## config.mk

```make
export PLATFORM = sky130hd
export DESIGN_NAME = vga_fb_arbiter
export DESIGN_NICKNAME = d
export VERILOG_FILES = /design/src/rtl/vga_fb_arbiter.sv
export SDC_FILE = /design/constraint.sdc
export NUM_CORES = 1
export LEC_CHECK = 0
export CORE_MARGIN = 4
export CORE_UTILIZATION = 25
export CTS_CLUSTER_SIZE = 14
export DETAILED_ROUTE_END_ITERATION = 12
export PLACE_DENSITY = 0.82
export SYNTH_ARGS = -nofsm -noshare
export SYNTH_HDL_FRONTEND = slang
export SYNTH_SLANG_ARGS = --single-unit
```

## constraint.sdc

```tcl
create_clock -name clk -period 1.8 [get_ports clk]
set_input_delay 0.18 -clock clk [delete_from_list [all_inputs] [get_ports clk]]
set_output_delay 0.18 -clock clk [all_outputs]
set_load 0.01 [all_outputs]
```

## src/rtl/vga_fb_arbiter.sv

```systemverilog
// Framebuffer RAM arbiter: fixed-priority scanout fetch vs Wishbone pixel R/W on one RAM port.
// Optional starvation guard for the Wishbone side is enabled by defining ARB_STARVE_GUARD_EN.
module vga_fb_arbiter #(
  parameter int unsigned FB_WIDTH     = 640,
  parameter int unsigned FB_HEIGHT    = 480,
  parameter int unsigned PIXEL_W      = 24,
  parameter int unsigned ADDR_W       = 19,
  parameter int unsigned STARVE_LIMIT = 8
) (
  input  logic               clk,
  input  logic               rst,
  // Wishbone slave
  input  logic               cyc_i,
  input  logic               stb_i,
  input  logic               we_i,
  input  logic [31:0]        addr_i,
  input  logic [31:0]        data_i,
  output logic [31:0]        data_o,
  output logic               ack_o,
  // Scanout fetch
  input  logic               scan_req_i,
  input  logic [ADDR_W-1:0]  scan_addr_i,
  output logic               scan_gnt_o,
  output logic               scan_valid_o,
  output logic [PIXEL_W-1:0] scan_data_o,
  // Framebuffer RAM
  output logic               ram_en_o,
  output logic               ram_we_o,
  output logic [ADDR_W-1:0]  ram_addr_o,
  output logic [PIXEL_W-1:0] ram_wdata_o,
  input  logic [PIXEL_W-1:0] ram_rdata_i
);

  localparam int unsigned FbPixels = FB_WIDTH * FB_HEIGHT;

  typedef enum logic [1:0] {WbIdle, WbRd, WbAck} wb_state_e;

  wb_state_e          state_q, state_d;
  logic [PIXEL_W-1:0] rdata_q, rdata_d;
  logic               scan_valid_q, scan_oor_q;

  logic [ADDR_W-1:0]  wb_idx;
  logic               wb_req, wb_oor, wb_gnt;
  logic               scan_oor, scan_gnt;
  logic               force_wb;

  assign wb_idx   = addr_i[ADDR_W+1:2];
  assign wb_oor   = 32'(wb_idx) >= FbPixels;
  assign scan_oor = 32'(scan_addr_i) >= FbPixels;
  assign wb_req   = cyc_i && stb_i && (state_q == WbIdle);

  // Out-of-range Wishbone accesses never touch the RAM, so they are not part of arbitration.
  assign scan_gnt = scan_req_i && !force_wb;
  assign wb_gnt   = wb_req && !wb_oor && (!scan_req_i || force_wb);

`ifdef ARB_STARVE_GUARD_EN
  localparam logic [7:0] StarveLimit = 8'(STARVE_LIMIT);

  logic [7:0] wait_cnt_q, wait_cnt_d;
  logic       unused_bits;

  assign force_wb = wb_req && !wb_oor && (wait_cnt_q == StarveLimit);

  always_comb begin
    wait_cnt_d = '0;
    if (wb_req && !wb_oor && !wb_gnt) begin
      wait_cnt_d = (wait_cnt_q == StarveLimit) ? wait_cnt_q : wait_cnt_q + 8'd1;
    end
  end

  always_ff @(posedge clk) begin
    if (rst) begin
      wait_cnt_q <= '0;
    end else begin
      wait_cnt_q <= wait_cnt_d;
    end
  end

  assign unused_bits = ^{addr_i[31:ADDR_W+2], addr_i[1:0], data_i[31:PIXEL_W]};
`else
  logic unused_bits;

  assign force_wb    = 1'b0;
  assign unused_bits = ^{addr_i[31:ADDR_W+2], addr_i[1:0], data_i[31:PIXEL_W], 8'(STARVE_LIMIT)};
`endif

  // RAM port: scanout wins unless the guard forces a Wishbone slot.
  always_comb begin
    ram_en_o    = 1'b0;
    ram_we_o    = 1'b0;
    ram_addr_o  = '0;
    ram_wdata_o = '0;
    if (scan_gnt) begin
      if (!scan_oor) begin
        ram_en_o   = 1'b1;
        ram_addr_o = scan_addr_i;
      end
    end else if (wb_gnt) begin
      ram_en_o    = 1'b1;
      ram_we_o    = we_i;
      ram_addr_o  = wb_idx;
      ram_wdata_o = data_i[PIXEL_W-1:0];
    end
  end

  // Wishbone FSM: state register
  always_ff @(posedge clk) begin
    if (rst) begin
      state_q <= WbIdle;
      rdata_q <= '0;
    end else begin
      state_q <= state_d;
      rdata_q <= rdata_d;
    end
  end

  // Wishbone FSM: next state
  always_comb begin
    state_d = state_q;
    rdata_d = rdata_q;
    unique case (state_q)
      WbIdle: begin
        if (wb_req && wb_oor) begin
          state_d = WbAck;
          if (!we_i) begin
            rdata_d = '0;
          end
        end else if (wb_gnt) begin
          state_d = we_i ? WbAck : WbRd;
        end
      end
      WbRd: begin
        // Master gave up mid-read: drop the access silently.
        if (!cyc_i) begin
          state_d = WbIdle;
        end else begin
          state_d = WbAck;
          rdata_d = ram_rdata_i;
        end
      end
      WbAck:   state_d = WbIdle;
      default: state_d = WbIdle;
    endcase
  end

  // Wishbone FSM: outputs
  always_comb begin
    ack_o  = (state_q == WbAck);
    data_o = 32'(rdata_q);
  end

  always_ff @(posedge clk) begin
    if (rst) begin
      scan_valid_q <= 1'b0;
      scan_oor_q   <= 1'b0;
    end else begin
      scan_valid_q <= scan_gnt;
      scan_oor_q   <= scan_gnt && scan_oor;
    end
  end

  assign scan_valid_o = scan_valid_q;
  assign scan_gnt_o   = scan_gnt;
  assign scan_data_o  = scan_oor_q ? '0 : ram_rdata_i;

endmodule

```

* Word-level counts from Yosys, hierarchy flattened *
Index checks and enable logic that the tools add are counted.

storage, ports and cells
  word-level logic and storage cells = 43
  output and inout bits = 104
  register bits after elaboration = 28

operators by class
  magnitude comparators = 2
  reductions and logical operators = 11
  equal/unequal tests = 6
  muxes and demuxes = 20

operators with widths
  kind                                                             number
  24-bit two-way mux                                               6
  19-bit two-way mux                                               3
  24-bit case mux with 2 select lines                              1
  19-bit >= comparator, second input constant                      2
  2-bit two-way mux                                                4
  1-bit logical AND                                                6
  1-bit two-way mux                                                5
  2-bit != test, second input constant                             2
  2-bit case mux with 2 select lines                               1
  4-bit AND reduction                                              1
  3-bit by 2-bit != test with 1-bit output, second input constant  1
  2-bit by 1-bit == test with 1-bit output, second input constant  1
  2-bit == test, second input constant                             1
  1-bit logical NOT                                                2
  2-bit logical NOT                                                1
  2-bit by 1-bit != test with 1-bit output, second input constant  1
  2-bit nonzero test                                               1

* Logic depth before layout (Yosys ltp) *
  depth after elaboration = 7
  gate-level depth with buffers = 6

* Worst setup path before layout *
No wires, ideal clock.

  path type = register to output
  from = reg state_q[1]
  to = out ram_wdata_o[10]
  data arrival time = 1.345 ns
  stages on the path, launching flop included = 5
  data required time = 1.620 ns
  path slack = 0.275 ns
  cell sequence = dfxtp_1 nand3b_1 nor4_4 clkbuf_2 and2_1

on the way
  longest elaborated chain between the ends = 6

ends and longest elaborated chain
  what                             line  source
  from (decl)                      38    wb_state_e state_q, state_d;
  from (signal assigned)           109   state_q <= WbIdle;
  from (signal assigned)           112   state_q <= state_d;
  2-bit logical NOT                50    assign wb_req = cyc_i && stb_i && (state_q == WbIdle);
  1-bit logical AND                50
  1-bit logical AND (2 in series)  54    assign wb_gnt = wb_req && !wb_oor && (!scan_req_i || force_wb);
  24-bit two-way mux               98    end else if (wb_gnt) begin
  24-bit two-way mux               93    if (scan_gnt) begin
  to (decl)                        30    output logic [PIXEL_W-1:0] ram_wdata_o,

No other way between the ends.

* Worst setup path in the final report *
  from = in addr_i[16]
  to = out ram_addr_o[9]

on the way
  longest elaborated chain between the ends = 6

ends and longest elaborated chain
  what                             line  source
  from (decl)                      16    input logic [31:0] addr_i,
  19-bit >= comparator             48    assign wb_oor = 32'(wb_idx) >= FbPixels;
  1-bit logical NOT                54
  1-bit logical AND (2 in series)  54
  19-bit two-way mux               98
  19-bit two-way mux               93
  to (decl)                        29    output logic [ADDR_W-1:0] ram_addr_o,

No other way between the ends.

==> impl_metrics.yaml <==
global_routing:
  grtUsageTotal_pct: 17.39
  overflow: 0
  antenna_found_initial: 0
  grt_max_degree: 25
  grt_pass1_wl_um: 10640
  grt_pass1_vias: 2103
power:
  internal_power_mw: 1.231
  p_leak_nw: 1.761
  swShare_pct: 25.21
  totalPowerFinal_mw: 1.645
  p_switching_uw: 414.8
  p_seq_share_pct: 38.5
  comb_power_share_pct: 38.5
  vdd_drop_max_mv: 0.2698
  p_clk_share_pct: 23.0
  power_density_nw_per_um2: 412.4
clocking:
  numCtsBuffers: 3
  tritoncts: "yes"
  cts_buffer_depth: 2
  htree_levels: 1
  root_buffer: "clkbuf_8"
  ctsHoldBuffers: 0
  clkTransAtPathRegs_ns: 0.09
  clk_latency_ns: 0.27
  clock_sinks: 28
floorplan:
  ios: 217
  initial_utilization_pct: 26.51
  die_y_um: 88.17
  coreArea_um2: 6061
  dieArea_um2: 7773
  rows: 28
  die_w_um: 88.17
sta:
  hold_viol: 0
  slew_violations: 0
  rsz0062_at_grt: "true"
  clock_skew_ns: 0.004453
  post-route-period-util_pct: 111.7
  setup-tns-final_ns: -3.516
  fin_crit_ns: 2.011
  timing.fmax_mhz: 497.3
  fin_ws_ns: -0.2110
  setup_viol: 40
detailed_routing:
  vias_per_cell: 4.658
  ant_nets: 0
  first_pass_iters: 4
  highest-signal-layer: "met4"
  route.vias.total: 2138
  wl_per_cell_um: 16.93
  drt_iter0_drc: 65
  wl_met1_um: 2740
  routed_wl_um: 7771
  wl_met2_um: 4188
  drc: 0
  met3_length_um: 675
place:
  gp_congestion: 0.8527
  portBuffers: 187
  dp_hpwl_um: 5668
worst_setup_path:
  worstPathArrival_ns: 1.83
  crit_type: "primary input to primary output"
  cp_slowest_stage_delay_ns: 0.33
  critPathMaxFanout: 5
  r2r_setup_slack_ns: 0.26
  endpoint_kind: "primary output"
  cp_common_cell: "buf_6"
  cp_slowest_cell: "nor4_4"
  crit_required_ns: 1.62
  start_kind: "primary input"
  path_cells: "dlygate4sd2_1 > a211oi_2 > a21boi_4 > nor4_4 > buf_4 > buf_6 > buf_6 > buf_6 > a22o_1 > buf_2"
synth:
  seq_area_frac_synth_pct: 34.89
  ys.flop_type: "dfxtp_1"
  syn-instance-count: 167
  avgSynthCellArea_um2: 9.620
  syn_area_um2: 1607
  async_flop_share_pct: 0
  yosys_warnings: 0
  ys_ff_latch: 28
  synth_edf_count: 0
  synth_cell_types: 28
status:
  status: "complete, but fails checks"
  violations: "negative setup slack"
layout:
  drive_above_1_share_pct: 33.85
  final_nets: 498
  register_area_um2: 563.0
  area_growth_syn_to_layout_pct: 148.4
  fillers: 482
  num_antenna_cells: 0
  multi_input_area_um2: 1026
hold_path:
  holdCritPathClass: "register to register"
run:
  cap_violations: 0
## power by group through the flow
stage / Clock, mW / Combinational, mW / Sequential (mW)
after floorplan: 0 / 0.182 / 0.644
after global placement: 0 / 0.573 / 0.647
after detailed placement: 0 / 0.579 / 0.647
after CTS: 0.388 / 0.581 / 0.633
after global routing: 0.423 / 0.671 / 0.635
final: 0.379 / 0.634 / 0.633
## through the flow
| stage | instances | hold slack, ns | utilization (%) | instance area (µm²) | worst slack, ns |
|---|---|---|---|---|---|
| after global placement | 429 | 0.4602 | 59.52 | 3607 | -0.5393 |
| final | 459 | 0.4872 | 65.83 | 3990 | -0.2110 |
| after global routing | 459 | 0.5110 | 65.83 | 3990 | -0.2549 |
| after floorplan | 174 | 0.2488 | - | 1633 | 0.2754 |
| after detailed placement | 429 | 0.4646 | 59.52 | 3607 | -0.5658 |
| after CTS | 447 | 0.4895 | 60.96 | 3695 | -0.4766 |
## cell usage after synthesis, types with 2 or more instances
cell type / count / area [µm²]
buf_6: 2 / 22.52
a22o_2: 6 / 60.06
buf_2: 6 / 30.03
dfxtp_1: 28 / 560.5
and2_2: 10 / 75.07
clkbuf_1: 3 / 11.26
nor2_1: 2 / 7.510
buf_4: 9 / 67.56
a22o_1: 37 / 324.1
clkbuf_2: 2 / 10.01
and2_1: 16 / 100.1
nor2b_1: 30 / 187.7
## critical path, delay by kind of cell
kind / cells / cell delay [ns]
buf+inv: 6 / 0.85
compound gates: 3 / 0.47
simple gates: 1 / 0.33
## flip-flops by register name, indices dropped and copies added, names as in the netlist
| signal | flops |
|---|---|
| rdata_q | 24 |
| state_q | 2 |
| scan_oor_q | 1 |
| scan_valid_o | 1 |
## cell families (layout without fill, tap and decap cells)
kind of cell / count (synthesis) / count (layout) / share of synthesized area, %
DFF: 28 / 28 / 34.89
buffers and inverters: 23 / 233 / 9.034
and+or+nand+nor: 65 / 65 / 27.10
AOI/OAI and AO/OA: 50 / 50 / 28.74
other: 1 / 8 / 0.2334
## area by class of cell
cell class	count	area share, %
clock buffers	4	1.380
inverters	1	0.09407
multi-input cells	123	25.71
flip-flops and latches	28	14.11
well taps	75	2.352
repair buffers	228	56.35
## cell usage in the layout (no fill, tap or decap), types with 2 or more instances in the layout
cell / instances
and2_4: 23
nor2_1: 2
a22o_1: 37
a211oi_2: 2
dfxtp_2: 2
dfxtp_1: 26
buf_12: 3
and2_1: 2
conb_1: 8
buf_2: 13
clkdlybuf4s50_1: 132
buf_4: 20
a22o_4: 5
clkbuf_8: 4
dlygate4sd2_1: 7
nor2b_1: 30
buf_6: 50
## final timing paths
check,startpoint,to,depth (start not counted)
worst max-delay path,addr_i[16],ram_addr_o[9],10
worst min-delay path,rdata_q[12],rdata_q[12],1
worst max register to register,state_q[1],rdata_q[15],6
worst min register to register,rdata_q[12],rdata_q[12],1
## routing by layer
layer  track usage [%]  up-vias
met5                 0        -
li1                  -     1016
met1             19.20      999
met4             5.357        0
met2             33.04      111
met3             3.481       12
## what timing repair did
| item | in CTS | in global routing |
|---|---|---|
| gates cloned | 3 | 3 |
| setup buffers | 11 | 14 |
| pin swaps | 12 | 31 |
| setup endpoints to repair | 69 | 45 |
| gates resized for setup | 175 | 107 |
Note: power is estimated with default switching activity, not from simulation.
